## config.mk

```make
export PLATFORM = sky130hd
export DESIGN_NAME = maze_player_ctrl
export DESIGN_NICKNAME = d
export VERILOG_FILES = /design/src/rtl/maze_player_ctrl.sv
export SDC_FILE = /design/constraint.sdc
export NUM_CORES = 1
export LEC_CHECK = 0
export CORE_MARGIN = 3
export CORE_UTILIZATION = 25
export DETAILED_ROUTE_END_ITERATION = 10
export PLACE_DENSITY = 0.48
export SLEW_MARGIN = 25
export SYNTH_ARGS = -nofsm -noshare
export SYNTH_HDL_FRONTEND = slang
export SYNTH_SLANG_ARGS = --single-unit
```

## constraint.sdc

```tcl
create_clock -name Clk -period 7.51 [get_ports Clk]
set_clock_uncertainty 0.2 [all_clocks]
set_input_delay 1.1265 -clock Clk [delete_from_list [all_inputs] [get_ports Clk]]
set_output_delay 1.1265 -clock Clk [all_outputs]
set_load 0.01 [all_outputs]
```

## src/rtl/maze_player_ctrl.sv

```systemverilog
// maze_player_ctrl: moves a player token around a ROM-backed maze.
// A move pulse latches a target cell, fetches that cell's map row from a
// registered ROM, and commits the move only if the target is not a wall.
// Optional feature: define MAZE_MOVE_COUNT_EN to build the saturating
// accepted-move counter; otherwise move_count is tied to zero.
module maze_player_ctrl #(
  parameter int MAP_W = 30,
  parameter int MAP_H = 21
) (
  input  logic             Clk,
  input  logic             Reset,
  input  logic             BtnU_p,
  input  logic             BtnD_p,
  input  logic             BtnL_p,
  input  logic             BtnR_p,
  output logic [4:0]       map_addr,
  input  logic [MAP_W-1:0] map_data,
  output logic [4:0]       player_x,
  output logic [4:0]       player_y,
  output logic             busy,
  output logic             at_goal,
  output logic [15:0]      move_count
);

  typedef enum logic [1:0] {IDLE, FETCH, CHECK} state_t;

  localparam int         IDX_W  = $clog2(MAP_W);
  localparam logic [4:0] X_MAX  = 5'(MAP_W - 1);
  localparam logic [4:0] Y_MAX  = 5'(MAP_H - 1);
  localparam logic [4:0] GOAL_X = 5'(MAP_W - 2);
  localparam logic [4:0] GOAL_Y = 5'(MAP_H - 2);

  state_t           state;
  logic [4:0]       tx, ty;
  logic [4:0]       next_x, next_y;
  logic             move_req;
  logic [IDX_W-1:0] bit_idx;
  logic             wall;
  logic             move_ok;

  assign at_goal = (player_x == GOAL_X) && (player_y == GOAL_Y);

  // Pick the highest-priority pulse (U > D > L > R) and reject off-map targets.
  always_comb begin
    // NOTE: every output of this block gets a default first so no latch is inferred.
    move_req = 1'b0;
    next_x   = player_x;
    next_y   = player_y;
    if (BtnU_p) begin
      move_req = (player_y != 5'd0);
      next_y   = player_y - 5'd1;
    end else if (BtnD_p) begin
      move_req = (player_y != Y_MAX);
      next_y   = player_y + 5'd1;
    end else if (BtnL_p) begin
      move_req = (player_x != 5'd0);
      next_x   = player_x - 5'd1;
    end else if (BtnR_p) begin
      move_req = (player_x != X_MAX);
      next_x   = player_x + 5'd1;
    end
  end

  // Column x lives at bit (MAP_W-1-x) of the ROM row.
  assign bit_idx = IDX_W'(MAP_W - 1) - tx[IDX_W-1:0];
  assign wall    = map_data[bit_idx];
  assign move_ok = (state == CHECK) && !wall;

  // Move FSM: latch target, wait one edge for the ROM, then commit or discard.
  always_ff @(posedge Clk or posedge Reset) begin
    // NOTE: sequential state uses non-blocking assignments so all registers update together.
    if (Reset) begin
      state    <= IDLE;
      tx       <= 5'd1;
      ty       <= 5'd1;
      player_x <= 5'd1;
      player_y <= 5'd1;
      map_addr <= 5'd1;
      busy     <= 1'b0;
    end else begin
      case (state)
        IDLE: begin
          if (move_req && !at_goal) begin
            tx       <= next_x;
            ty       <= next_y;
            map_addr <= next_y;
            busy     <= 1'b1;
            state    <= FETCH;
          end
        end
        FETCH: begin
          state <= CHECK;
        end
        CHECK: begin
          if (!wall) begin
            player_x <= tx;
            player_y <= ty;
            map_addr <= ty;
          end else begin
            map_addr <= player_y;
          end
          busy  <= 1'b0;
          state <= IDLE;
        end
        default: begin
          busy  <= 1'b0;
          state <= IDLE;
        end
      endcase
    end
  end

`ifdef MAZE_MOVE_COUNT_EN
  // Count accepted moves, holding at the maximum instead of wrapping.
  always_ff @(posedge Clk or posedge Reset) begin
    if (Reset) begin
      move_count <= 16'h0000;
    end else if (move_ok && (move_count != 16'hFFFF)) begin
      move_count <= move_count + 16'd1;
    end
  end
`else
  logic unused_move_ok;
  assign unused_move_ok = move_ok;
  assign move_count     = 16'h0000;
`endif

endmodule

```

==> results.md <==
* Status: complete, no violations
* Max Clock Freq at 280 MHz
* Worst Setup EP: map_addr[3]
* Synth Warn # at 0
* Placed insts at 333
* Rel. slew slack at 0.337
* Crit path capture type: register
* Primary FF master, synth: dfrtp_1
* TritonRoute pass-1 iters at 4
* DR WL/cell at 14.0 um
* Post-synthesis cell area at 0.00205 mm2
* Reg2reg end: player_x[3]
* Diode count at 0
* Clock Pin Slew Worst Setup and Hold Paths at about 0.11 ns
* Post-CTS sizing at 0
* Initial antenna violation count at 0
* Syn Area/Cell at 10.7 um2
* Max clock buf depth at 2
* Critical-path top delay cell: and4b_1
* Die Y at 96.6 um
* Die width at 96.6 um
* WHS at roughly 0.3 ns
* WS Path Type: input pin to register
* Static leakage at 0.00111 uW
* Buf/Inv on CP at 1
* H-tree depth at 1
* Crit path max fanout at 21
* Area delta synth->final at 28.4%
* Post-Route WL at 4710 um
* VDD IR max at 0.132 mV
* CP top delay family: simple AND/OR/NAND/NOR gates
* DIE AREA at 0.00933 mm2
* Cells along the critical path: clkdlybuf4s50_1, and4b_1, o21ai_0, and4b_1, mux2i_1, a221o_2
* Total global routing overflow at 0
* R2R Path Start: tx[0]
* Post-synth ARST share at 1.00
* First-pass GRT wire length at roughly 7400 um
* Most frequent CP cell: and4b_1
* Post-synth cell types at about 50
* RSZ-0062 raised after global routing: false
* Cts bufs inserted at 3
* Setup bufs post-CTS at 0
* Drt via density at around 4.6
* Layout cell share with drive strength beyond 1 at 0.115
* #FFs+latches synth at 28
* PortBufs at 52
* Cell count after synthesis at 191
* Worst-Margin Slew at 0.994 ns
* I/O pin count at ~70
* Vias at approximately 1,500
* Clk root buf: clkbuf_8
* Worst Setup Start Kind: input pin
* Gpl congestion at 0.719
* Sequential share of the synthesized area at 0.345
* Max_cap viols at 0
* Final max-slew violation count at 0
* Hpwl dp at 3610 um
* Worst R2R Path Depth at 5
* Arrival time of the worst setup path at around 3.6 ns
* Worst R2R Setup Slack at 4.39 ns
* Hold Buf Count CTS at 0
* Finished Layout Cells at 337
* Pwr dens at 394 mW/mm2
* Starting Density at 0.261
* EDFF count, synth at 0
* CP startpoint: BtnU_p
* Period utilization at 0.475
* Min-Delay Path Depth at 1
* TritonCTS clock tree: yes
* Hold Fails Final Rpt at 0
* Setup TNS at 0 ns
* Row cnt at 32
* Largest net degree at the start of global routing at 29
* Crit path largest cell delay at 0.88 ns
* Setup violators final at 0
* CP required at 7.49 ns
* Core area at 0.00785 mm2
* Skew-Pair Late Insertion Delay at 0.28 ns
* Vias in the first global route at 1,482
* # nets final at 278
* # clock sinks at 28
* Tmin final at 3.57 ns
* HP Class: register to register
* Final ANT Viol Nets at 0
* DR iter-0 viols at 39
* Path length in cells of the critical path at 6
* GRT Total Usage at 0.103
* Remaining DRCs at 0
## logic make-up (layout without fill, tap and decap cells)
family / count (synthesis) / after routing / synth area share
AOI/OAI and AO/OA: 26 / 26 / 0.103
xor gates and xnor gates: 12 / 12 / 0.0513
adders and majority gates: 6 / 6 / 0.0366
buffers and inverters: 40 / 69 / 0.118
DFF: 28 / 28 / 0.345
muxes: 32 / 32 / 0.220
other: 1 / 16 / 0.00183
and+or+nand+nor: 46 / 46 / 0.124
## registers in the layout, indices dropped and copies added, names as in the netlist
signal    count
player_x      5
ty            5
state         2
player_y      5
map_addr      5
busy          1
tx            5
## synth_stat cells, types with 2 or more instances
cell type  count  area [um2]
a21oi_1        4        20.0
a221o_2        3        33.8
and4b_1        3        30.0
buf_2          3        15.0
buf_4         16         120
clkbuf_1       4        15.0
dfrtp_1       23         576
dfstp_2        5         131
ha_1           6        75.1
inv_1         13        48.8
mux2_2         7        78.8
mux2_4         3        45.0
mux2i_1       15         150
mux4_1         5         131
mux4_2         2        45.0
nand2_1       12        45.0
nand3_1        4        20.0
nand3b_1       4        30.0
nand4_1        3        18.8
nor2_1         9        33.8
nor2b_1        4        25.0
o21ai_0        6        30.0
xnor2_1        8        70.1
xor2_1         4        35.0
## how the worst min path moves through the flow
| stage | from | to | slack, ns |
|---|---|---|---|
| after detailed placement | state[1] | state[1] | 0.29 |
| after global placement | busy | busy | 0.29 |
| after CTS | state[1] | state[1] | 0.31 |
| after floorplan | state[1] | state[1] | 0.25 |
| final | state[1] | state[1] | 0.30 |
| after global routing | state[1] | state[1] | 0.32 |
## final cells by class
type,instances,area [um2]
fillers,810,5220
inverters,13,48.8
flip-flops and latches,28,707
well taps,102,128
multi-input cells,138,1160
clock buffers,3,41.3
clock inverters,1,30.0
repair buffers,52,520
## worst reg2reg max path, stage by stage (launching register included)
cell	delay, ns
dfstp_2	0.72
mux4_1	0.61
nand3b_1	0.14
a41oi_2	0.17
a211oi_4	0.77
mux2_2	0.41
## cell usage in the layout (no fill, tap or decap), drive strengths merged, types with 4 or more instances in the layout
cell and instances:
clkdlybuf4s50 52, ha 6, a221o 4, dfrtp 23, nand2 12, inv 13
xor2 4, mux4 7, nand3 4, mux2 10, xnor2 8, nor2 9
a21oi 4, conb 16, mux2i 15, o21ai 6, nor2b 4, nand3b 4
dfstp 5
## metrics by stage
| stage | cell area [um2] | worst slack [ns] | utilization | total power [uW] |
|---|---|---|---|---|
| after CTS | 2630 | 3.91 | 0.335 | 1050 |
| after global routing | 2630 | 3.73 | 0.335 | 1120 |
| after detailed placement | 2560 | 3.60 | 0.326 | 927 |
| after floorplan | 2110 | 4.49 | - | 760 |
| after global placement | 2560 | 3.61 | 0.326 | 922 |
| final | 2630 | 3.94 | 0.335 | 1040 |
## per-layer routing
metal,vias to the layer above,track usage,part of all wire
met3,2,0.0240,0.051
li1,745,-,-
met2,41,0.175,0.49
met5,-,0,0
met4,0,0.0105,0.0034
met1,746,0.138,0.46
## power by group
| part | leakage [uW] | internal [uW] | total, uW | switching, uW |
|---|---|---|---|---|
| Clock | 0.0000357 | 71.4 | 122 | 50.7 |
| Sequential | 0.000334 | 233 | 330 | 96.9 |
| Combinational | 0.000741 | 311 | 585 | 273 |
(Power assumes the default switching activity.)
